[src/rtl/led_pkg.sv]
// Shared encodings for the LED mode scheduler: mode codes, per-mode seed
// patterns and the number of step rates.
package led_pkg;

    localparam logic [1:0] MODE_FLOW_L   = 2'd0;
    localparam logic [1:0] MODE_FLOW_R   = 2'd1;
    localparam logic [1:0] MODE_BLINK    = 2'd2;
    localparam logic [1:0] MODE_PINGPONG = 2'd3;

    localparam logic [3:0] SEED_FLOW_L = 4'b0001;
    localparam logic [3:0] SEED_FLOW_R = 4'b1000;
    localparam logic [3:0] SEED_BLINK  = 4'b0000;
    localparam logic [3:0] SEED_PP     = 4'b0001;

    localparam int NUM_SPEEDS = 3;

    function automatic logic [3:0] seed_of(input logic [1:0] m);
        logic [3:0] s;
        case (m)
            MODE_FLOW_L: s = SEED_FLOW_L;
            MODE_FLOW_R: s = SEED_FLOW_R;
            MODE_BLINK:  s = SEED_BLINK;
            default:     s = SEED_PP;
        endcase
        return s;
    endfunction

endpackage

[src/rtl/key_debounce.sv]
// Active-low push-button conditioner: 2-flop synchronizer, stability counter,
// and a registered one-cycle pulse on each accepted press (high->low).
module key_debounce #(
    parameter int DEB_CNT = 1_000_000
) (
    input  logic sys_clk,
    input  logic sys_rst_n,
    input  logic key_n,
    output logic press_pulse
);

    localparam int CW = $clog2(DEB_CNT);
    localparam logic [CW-1:0] CNT_MAX = CW'(DEB_CNT - 1);

    logic          sync1_q, key_s_q;
    logic          stable_q, stable_d;
    logic [CW-1:0] cnt_q, cnt_d;
    logic          pulse_q, pulse_d;

    always_comb begin
        stable_d = stable_q;
        cnt_d    = '0;
        pulse_d  = 1'b0;
        if (key_s_q != stable_q) begin
            if (cnt_q == CNT_MAX) begin
                stable_d = key_s_q;
                pulse_d  = ~key_s_q;  // only the fall to low counts as a press
            end else begin
                cnt_d = cnt_q + CW'(1);
            end
        end
    end

    always_ff @(posedge sys_clk or negedge sys_rst_n) begin
        if (!sys_rst_n) begin
            sync1_q  <= 1'b1;
            key_s_q  <= 1'b1;
            stable_q <= 1'b1;
            cnt_q    <= '0;
            pulse_q  <= 1'b0;
        end else begin
            sync1_q  <= key_n;
            key_s_q  <= sync1_q;
            stable_q <= stable_d;
            cnt_q    <= cnt_d;
            pulse_q  <= pulse_d;
        end
    end

    assign press_pulse = pulse_q;

endmodule

[src/rtl/led_mode_sched.sv]
// Four-LED pattern scheduler: one button cycles the display pattern, the
// other cycles the step rate (1x/2x/4x); a tick counter paces pattern steps.
module led_mode_sched
    import led_pkg::*;
#(
    parameter int TICK_CNT = 10_000_000,
    parameter int DEB_CNT  = 1_000_000
) (
    input  logic       sys_clk,
    input  logic       sys_rst_n,
    input  logic       key_mode,
    input  logic       key_speed,
    output logic [3:0] led,
    output logic [1:0] mode
);

    localparam int TW = $clog2(TICK_CNT);

    logic          mode_pulse, speed_pulse;
    logic [TW-1:0] tick_q, tick_d, step_max;
    logic [1:0]    speed_q, speed_d;
    logic [1:0]    mode_q, mode_d;
    logic [3:0]    led_q, led_d;
    logic          dir_up_q, dir_up_d;
    logic          step;

    key_debounce #(.DEB_CNT(DEB_CNT)) u_deb_mode (
        .sys_clk    (sys_clk),
        .sys_rst_n  (sys_rst_n),
        .key_n      (key_mode),
        .press_pulse(mode_pulse)
    );

    key_debounce #(.DEB_CNT(DEB_CNT)) u_deb_speed (
        .sys_clk    (sys_clk),
        .sys_rst_n  (sys_rst_n),
        .key_n      (key_speed),
        .press_pulse(speed_pulse)
    );

    always_comb begin
        case (speed_q)
            2'd0:    step_max = TW'(TICK_CNT - 1);
            2'd1:    step_max = TW'(TICK_CNT / 2 - 1);
            default: step_max = TW'(TICK_CNT / 4 - 1);
        endcase
    end

    // Any key pulse restarts the step period so a new rate starts cleanly.
    always_comb begin
        step   = 1'b0;
        tick_d = tick_q + TW'(1);
        if (mode_pulse || speed_pulse) begin
            tick_d = '0;
        end else if (tick_q == step_max) begin
            tick_d = '0;
            step   = 1'b1;
        end
    end

    always_comb begin
        speed_d = speed_q;
        if (speed_pulse) begin
            speed_d = (speed_q == 2'(NUM_SPEEDS - 1)) ? 2'd0 : speed_q + 2'd1;
        end
    end

    always_comb begin
        mode_d   = mode_q;
        led_d    = led_q;
        dir_up_d = dir_up_q;
        if (mode_pulse) begin
            mode_d   = mode_q + 2'd1;
            led_d    = seed_of(mode_q + 2'd1);
            dir_up_d = 1'b1;
        end else if (step) begin
            case (mode_q)
                MODE_FLOW_L: led_d = {led_q[2:0], led_q[3]};
                MODE_FLOW_R: led_d = {led_q[0], led_q[3:1]};
                MODE_BLINK:  led_d = ~led_q;
                default: begin
                    // Turn around at each end without repeating the end LED.
                    if (dir_up_q) begin
                        if (led_q[3]) begin
                            led_d    = 4'b0100;
                            dir_up_d = 1'b0;
                        end else begin
                            led_d = {led_q[2:0], 1'b0};
                        end
                    end else begin
                        if (led_q[0]) begin
                            led_d    = 4'b0010;
                            dir_up_d = 1'b1;
                        end else begin
                            led_d = {1'b0, led_q[3:1]};
                        end
                    end
                end
            endcase
        end
    end

    always_ff @(posedge sys_clk or negedge sys_rst_n) begin
        if (!sys_rst_n) begin
            tick_q   <= '0;
            speed_q  <= 2'd0;
            mode_q   <= MODE_FLOW_L;
            led_q    <= SEED_FLOW_L;
            dir_up_q <= 1'b1;
        end else begin
            tick_q   <= tick_d;
            speed_q  <= speed_d;
            mode_q   <= mode_d;
            led_q    <= led_d;
            dir_up_q <= dir_up_d;
        end
    end

    assign led  = led_q;
    assign mode = mode_q;

endmodule

[config.mk]
export PLATFORM = sky130hd
export DESIGN_NAME = led_mode_sched
export DESIGN_NICKNAME = d
export VERILOG_FILES = /design/src/rtl/led_pkg.sv /design/src/rtl/key_debounce.sv /design/src/rtl/led_mode_sched.sv
export SDC_FILE = /design/constraint.sdc
export NUM_CORES = 1
export LEC_CHECK = 0
export CAP_MARGIN = 20
export CORE_ASPECT_RATIO = 0.9
export CORE_UTILIZATION = 45
export CTS_BUF_LIST = sky130_fd_sc_hd__clkbuf_4 sky130_fd_sc_hd__clkbuf_8 sky130_fd_sc_hd__clkbuf_16
export CTS_CLUSTER_DIAMETER = 80
export CTS_CLUSTER_SIZE = 20
export DETAILED_ROUTE_END_ITERATION = 10
export SLEW_MARGIN = 10
export SYNTH_ARGS = -nofsm -noshare
export SYNTH_HDL_FRONTEND = slang
export SYNTH_SLANG_ARGS = --single-unit
[constraint.sdc]
create_clock -name sys_clk -period 1.8 [get_ports sys_clk]
set_input_delay 0.27 -clock sys_clk [delete_from_list [all_inputs] [get_ports sys_clk]]
set_output_delay 0.27 -clock sys_clk [all_outputs]
set_load 0.05 [all_outputs]
* Yosys cells after proc, flatten, opt, wreduce, memory -nomap -nowiden
Cells that the tools add are included.
Word-level totals: register bits after elaboration 81, output and inout bits 6, logic and storage cells 70
Cells by class: add/sub/neg operators 5, equal/unequal tests 12, muxes and demuxes 27, bitwise gates (word level) 3, reduce and logical (&&, ||, !) cells 8
Operators by type and width (count):
- 2-to-1 mux 20 bit | 4
- 2-to-1 mux 24 bit | 2
- one-hot mux 24 bit (2 select lines) | 1
- adder 20 x 1 -> 20 bit (second input constant) | 2
- equality test 20 bit (second input constant) | 2
- adder 24 x 1 -> 24 bit (second input constant) | 1
- equality test 24 bit | 1
- 2-to-1 mux 4 bit | 4
- 2-to-1 mux 1 bit | 12
- one-hot mux 4 bit (3 select lines) | 1
- one-hot mux 4 bit (2 select lines) | 1
- equality test 2 x 1 -> 1 bit (second input constant) | 3
- equality test 2 bit (second input constant) | 3
- AND reduction 2 bit | 3
- adder 2 x 1 -> 2 bit (second input constant) | 2
- zero test 2 bit | 2
- NOT 4 bit | 1
- 2-to-1 mux 3 bit | 1
- OR reduction 3 bit | 1
- 2-to-1 mux 2 bit | 1
- inequality test 1 bit | 2
- inequality test 2 x 1 -> 1 bit (second input constant) | 1
- NOT 1 bit | 2
- nonzero test 2 bit | 1
- logical OR 1 bit | 1

* Longest topological paths before layout
Gate-level depths: netlist (run 1).
depth in word-level cells 7, mapped depth 7, depth with buffers taken out 7

* Cells and area by module
A second synthesis (run 1) with hierarchy kept.
Unflattened totals: cell total of the unflattened synthesis 415, area, all modules 4221.5 sq um
Modules (own cells, without submodules):
- led_mode_sched | times used 1, cells each 199, area each 1885.6 sq um
- key_debounce (u_deb_mode) | times used 1, cells each 107, area each 1188.6 sq um
- key_debounce (u_deb_speed) | times used 1, cells each 109, area each 1147.4 sq um

* Least setup slack after synthesis (run 1)
No wires, ideal clock.
kind reg2reg, start point register tick_q[0], end point register led_q[1], in the netlist led[1], library setup time 127 ps, arrival 1777 ps, data required time 1673 ps, slack -104 ps, cell stages (with the launch flop) 7, period minus slack after synthesis 1904 ps, cell sequence dfrtp_1 > ha_1 > nand4_1 > nor4b_2 > o2111ai_2 > or4_4 > mux2i_1
On the way: longest elaborated chain between the ends 4
RTL lines:
- start: declaration | line led_mode_sched.sv:20 | logic [TW-1:0] tick_q, tick_d, step_max;
- start signal: assignment | line led_mode_sched.sv:111 | tick_q <= tick_d;
- equality test 24 bit | line led_mode_sched.sv:55 | end else if (tick_q == step_max) begin
- 2-to-1 mux 1 bit | line led_mode_sched.sv:55
- 2-to-1 mux 1 bit | line led_mode_sched.sv:53 | if (mode_pulse || speed_pulse) begin
- nonzero test 2 bit (no line)
- end signal: assignment | line led_mode_sched.sv:114 | led_q <= led_d;
- end: declaration | line led_mode_sched.sv:23 | logic [3:0] led_q, led_d;
No other way between the ends. A chain may end at the register's enable or synchronous reset.

* Worst setup path in the final report (run 1)
start point register tick_q[21], end point register led_q[1], in the netlist led[1]
Same word-level chain as after synthesis.

==> results.yml, run 1 <==
global_routing:
  overflow: 0
  grt_max_degree: 36
  grtUsageTotal: 0.187
  grt_pass1_vias: 2878
  antenna_found_initial: 0
  grt_pass1_wl_um: 13600
timing:
  period_share: 1.09
  hold_viol: 0
  period_minus_slack_ns: 1.96
  rsz0062_at_grt: "yes"
  setup_viol: 29
  max_freq_mhz: 511
  setup_ws_ns: -0.158
  slew_headroom: 0.672
  max_slew.worst_pin.slew_ns: 0.491
  drv_slew: 0
  skew_ns: 0.0138
cells_and_area:
  syn2layout_area_growth_pct: 19.4
  n_antenna_cell: 0
  drive_above_1_share: 0.193
  nNetsFinal: 478
  fin_util: 0.563
  fin_cells: 590
power_and_ir_drop:
  p_seq_frac: 0.558
  p_int_uw: 2570
  cellPowerDensity_mw_per_mm2: 679
  ir_drop_uv: 435
  switching_share: 0.225
  p_leak_uw: 0.00217
  p_comb_frac: 0.028
  clkPwrFrac: 0.414
  p_sw_uw: 748
critical_path:
  critPathCaptureType: "register"
  path_class: "register to register"
  critical_path_arrival_ns: 2.18
  cp_max_fo: 5
  r2r_end: "led[1]"
  cp-start-kind: "register"
  ff2ff_path_depth: 5
  r2r_slack_ns: -0.16
  rr_startpoint: "tick_q[21]"
  required_ns: 2.03
logic_synthesis:
  yosys_warnings: 0
  synthCells: 409
  synth_top_family_by_area: "simple AND/OR/NAND/NOR gates"
  synth.most_common_cell: "nor2_1"
  synth_top_area_cell: "dfrtp_1"
  syn-num-nets: 421
  synth_top_area_share: 0.446
  synth_compound_area_frac: 0.0403
  ys_seq_elements: 81
  synth_edf_count: 0
  synth_flop_cell: "dfrtp_1"
  synthSimpleGateAreaFrac: 0.265
  synthAdderAreaFrac: 0.0244
  synth_xor_area_frac: 0.135
  synth_common_cells: "nor2_1, dfrtp_1, xor2_1, nand2_1, nand3_1"
  synth.distinct_cells: 48
  synth_mux_area_frac: 0.0208
  yosysSeqAreaShare: 0.497
  synthTopCellsByArea: "dfrtp_1, xor2_1, nor2_1, dfstp_2, xnor2_1"
  async_flop_share: 1.00
  synth.avg_cell_area_um2: 10.0
  synth.cell_area_mm2: 0.00410
clock_tree:
  clkTransAtPathRegs_ns: 0.09
  cts_tree: "yes"
  clk_latency_ns: 0.35
  cts_sinks: 81
  cts_root_buffer: "clkbuf_8"
  numCtsBuffers: 9
  clockBufferDepth: 2
  cts_max_level: 3
floorplanning:
  io_pins: 10
  core_area_mm2: 0.00869
  die_area_mm2: 0.00949
  rows: 32
  fp.dieW_um: 103
  dieHeight_um: 92.5
  initial_core_util: 0.471
place:
  port_buffers: 9
  dp_slack_ns: -0.154
  dp_cells: 571
  gp_routability_congestion: 0.779
  hpwl_um: 5430
drt:
  vias: 3051
  wl_per_cell_um: 13.2
  drcViolationCount: 0
  dr.pass1.iters: 4
  wl_um: 7780
  antenna_left: 0
  viasPerCell: 5.17
  first_iter_violations: 111
status:
  violations: "setup timing"
  status: "finished, violations left"
hold_path:
  hold_depth: 1
  holdPathEnd: "u_deb_speed.sync1_q"
  hp-class: "primary input to register"
  hp-start: "key_speed"
flow_run:
  drv_cap: 0
[logic make-up after synthesis]
| logic type | count (synthesis) |
|---|---|
| AO/OA/AOI/OAI | 24 |
| XOR/XNOR | 63 |
| adder cells (fa/ha/maj) | 8 |
| buffers and inverters | 18 |
| flip-flops | 81 |
| multiplexers | 8 |
| AND/OR/NAND/NOR | 207 |
[cells in the final DEF, fill, tap and decap left out, types with 4 or more instances in the layout]
| master | n |
|---|---|
| buf_4 | 49 |
| dfstp_2 | 8 |
| xnor2_1 | 22 |
| nand2_1 | 25 |
| nor3_1 | 11 |
| inv_1 | 9 |
| ha_1 | 7 |
| clkbuf_8 | 10 |
| and3_1 | 11 |
| nand2b_1 | 8 |
| mux2i_1 | 4 |
| dfrtp_1 | 72 |
| nor2_1 | 76 |
| nand4_1 | 21 |
| xor2_1 | 41 |
| mux2_2 | 4 |
| nor4bb_1 | 4 |
| and4_1 | 5 |
| nand3_1 | 24 |
| o21ai_0 | 10 |
[worst max-delay path by stage]
stage,slack [ns],to,depth (start not counted),startpoint
global route,-0.26,led[1],6,tick_q[0]
detailed placement,-0.15,led[1],5,tick_q[21]
global placement,-0.12,led[1],5,speed_q[1]
floorplan,-0.09,led[1],5,tick_q[17]
CTS,-0.16,led[1],5,tick_q[21]
finish,-0.16,led[1],5,tick_q[21]
[per-layer routing]
layer | wire length (um) | part of all wire | GRT usage
met3 | 283 | 0.036 | 0.0543
met2 | 3460 | 0.44 | 0.278
met5 | 0 | 0 | 0
met1 | 3990 | 0.51 | 0.271
met4 | 50 | 0.0064 | 0.0357
[flip-flops by register name, summed over array words and instances, names as in the netlist, 2 cells and up]
signal             cells
led                    4
u_deb_speed.cnt_q     20
speed_q                2
mode                   2
u_deb_mode.cnt_q      20
tick_q                24
[worst max-delay path, stage by stage, from the launching register on]
cell	delay, ns
dfrtp_1	0.38
or4b_4	0.54
o22ai_2	0.14
o2111ai_2	0.17
or4_4	0.48
mux2i_1	0.13
[power by group through the flow]
| stage | clock network, uW | registers, uW | logic, uW |
|---|---|---|---|
| CTS | 1410 | 1850 | 96.8 |
| detailed placement | 0 | 1890 | 94.8 |
| global placement | 0 | 1890 | 93.8 |
| global route | 1500 | 1860 | 108 |
| floorplan | 0 | 1890 | 27.8 |
| finish | 1370 | 1850 | 91.6 |
[per-stage QoR]
step	total power, uW	instance area, um^2	hold WS, ns	TNS [ns]
after CTS	3360	4880	0.298	-3.30
after global routing	3460	4890	0.297	-6.61
after floorplan	1910	4100	-0.0256	-0.206
after global placement	1980	4650	0.184	-2.61
after detailed placement	1980	4650	0.181	-3.76
final	3320	4890	0.316	-3.28
[area by class of cell]
type,instances,area [um^2]
Clock buffer,11,145
Clock inverter,5,62.6
Fill cell,776,3800
Inverter,9,33.8
Multi-Input combinational cell,310,2000
Sequential cell,81,2040
Tap cell,119,149
Timing Repair Buffer,55,458
[timing repair]
action / in CTS / in global routing
gates resized for setup: 2 / 1
endpoints found under the setup margin: 29 / 31
hold buffers: 1 / 0
setup buffers: 1 / 1
endpoints found under the hold margin: 16 / 0
pin swaps: 0 / 1
Power figures use the tool's default switching activity.
==> run 2, diff against run 1 <==
SKIP_CTS_REPAIR_TIMING = 1   (was default)
==> run 2 against run 1 <==
Effect of this change:
- the flow still finishes with violations (setup timing)
- sequential power about the same
- critical path depth unchanged
- combinational power about the same
- total power about the same
- die area unchanged
- register-to-register slack about the same
- non-clock buffer count decreased by 1
- worst setup slack got worse by 0.0032 ns
- utilization decreased by 0.086 points
- via count decreased by 0.49%
- largest cell class unchanged
==> results.yml, run 2 (synthesis results as in run 1) <==
floorplanning:
  initial_core_util: 0.471
  rows: 32
  die_area_mm2: 0.00949
  fp.dieW_um: 103
  dieHeight_um: 92.5
  io_pins: 10
  core_area_mm2: 0.00869
critical_path:
  critPathCaptureType: "register"
  cp-start-kind: "register"
  slowest_stage: "or4b_4"
  r2r_slack_ns: -0.16
  required_ns: 2.03
  critPathMaxStageDelay_ns: 0.53
  path_cells: "or4b_4 -> o22ai_2 -> o2111ai_2 -> or4_4 -> mux2i_1"
  path_class: "register to register"
  critical_path_arrival_ns: 2.19
  cp_max_fo: 5
cells_and_area:
  reg.largest.list: "tick_q x24, u_deb_mode.cnt_q x20, u_deb_speed.cnt_q x20"
  fillers: 778
  nNetsFinal: 477
  final_common_cell: "nor2_1"
  drive_above_1_share: 0.191
  n_antenna_cell: 0
  largest_register: "tick_q"
  largest_reg_flops: 24
  layout_common_cells: "nor2_1, dfrtp_1, buf_4, xor2_1, nand2_1"
  syn2layout_area_growth_pct: 19.2
clock_tree:
  cts_sinks: 81
  numCtsBuffers: 9
  clkTransAtPathRegs_ns: 0.09
  cts_root_buffer: "clkbuf_8"
  clockBufferDepth: 2
  clk_latency_ns: 0.35
  cts_max_level: 3
  cts_tree: "yes"
power_and_ir_drop:
  switching_share: 0.226
  clkPwrFrac: 0.414
  p_seq_frac: 0.558
  p_comb_frac: 0.028
  p_leak_uw: 0.00216
  ir_drop_uv: 435
  p_int_uw: 2570
  p_sw_uw: 749
  cellPowerDensity_mw_per_mm2: 680
drt:
  dr.pass1.iters: 4
  vias: 3036
  viasPerCell: 5.15
  drcViolationCount: 0
  wl_per_cell_um: 13.2
  first_iter_violations: 103
  antenna_left: 0
  wl_um: 7750
timing:
  skew_ns: 0.0153
  fin_setup_tns_ns: -3.30
  rsz0062_at_grt: "yes"
  hold_slack_ns: 0.316
  setup_viol: 29
  max_freq_mhz: 510
  slew_headroom: 0.672
  period_share: 1.09
  hold_viol: 0
  max_slew.worst_pin.slew_ns: 0.491
  period_minus_slack_ns: 1.96
  drv_slew: 0
  setup_ws_ns: -0.161
global_routing:
  grt_pass1_vias: 2875
  grt_pass1_wl_um: 13700
  overflow: 0
  antenna_found_initial: 0
  grt_max_degree: 36
  grtUsageTotal: 0.187
flow_run:
  drv_cap: 0
hold_path:
  hp-class: "primary input to register"
place:
  hpwl_um: 5430
  gp_routability_congestion: 0.779
  port_buffers: 9
status:
  violations: "setup timing"
  status: "finished, violations left"
## run 2: per-stage QoR
stage	utilization	setup WS, ns	instance area, um^2	power [uW]	instances
after detailed placement	0.535	-0.154	4650	1980	571
final	0.562	-0.161	4880	3320	589
after CTS	0.559	-0.161	4850	3360	587
after floorplan	-	-0.0939	4100	1910	409
after global routing	0.562	-0.259	4880	3460	589
after global placement	0.535	-0.124	4650	1980	571
## run 2: final cells by class
cell class | instances | area [um^2] | share of cell area
inverter | 9 | 33.8 | 0.00692
sequential | 81 | 2040 | 0.417
clock buffer | 11 | 145 | 0.0297
clock inverter | 5 | 62.6 | 0.0128
tap | 119 | 149 | 0.0305
multi-input combinational | 310 | 2000 | 0.410
timing repair buffer | 54 | 450 | 0.0923
## run 2: power groups by stage
| stage | logic (uW) | registers (uW) | clock network [uW] |
|---|---|---|---|
| after floorplan | 27.8 | 1890 | 0 |
| after global placement | 93.8 | 1890 | 0 |
| after detailed placement | 94.8 | 1890 | 0 |
| after CTS | 95.1 | 1850 | 1410 |
| after global routing | 108 | 1860 | 1500 |
| final | 91.6 | 1850 | 1370 |
## run 2: final timing paths
kind,startpoint,endpoint,depth (start not counted)
min reg2reg,u_deb_speed.sync1_q,u_deb_speed.key_s_q,0
max in group asynchronous,sys_rst_n,u_deb_mode.stable_q,3
min in group asynchronous,sys_rst_n,tick_q[5],2
max,tick_q[21],led[1],5
max reg2reg,tick_q[21],led[1],5
min,key_speed,u_deb_speed.sync1_q,1
## run 2: critical path, delay by kind of cell (launching register included)
| family | cells | cell delay [ns] |
|---|---|---|
| DFF | 1 | 0.39 |
| AOI/OAI and AO/OA | 2 | 0.32 |
| muxes | 1 | 0.13 |
| and+or+nand+nor | 2 | 1.01 |
## run 2: per-layer routing
layer	up-vias	share of wire	GRT usage
met5	-	0	0
met1	1470	0.51	0.271
met2	40	0.44	0.278
met3	6	0.039	0.0543
met4	0	0.0064	0.0357
li1	1520	-	-
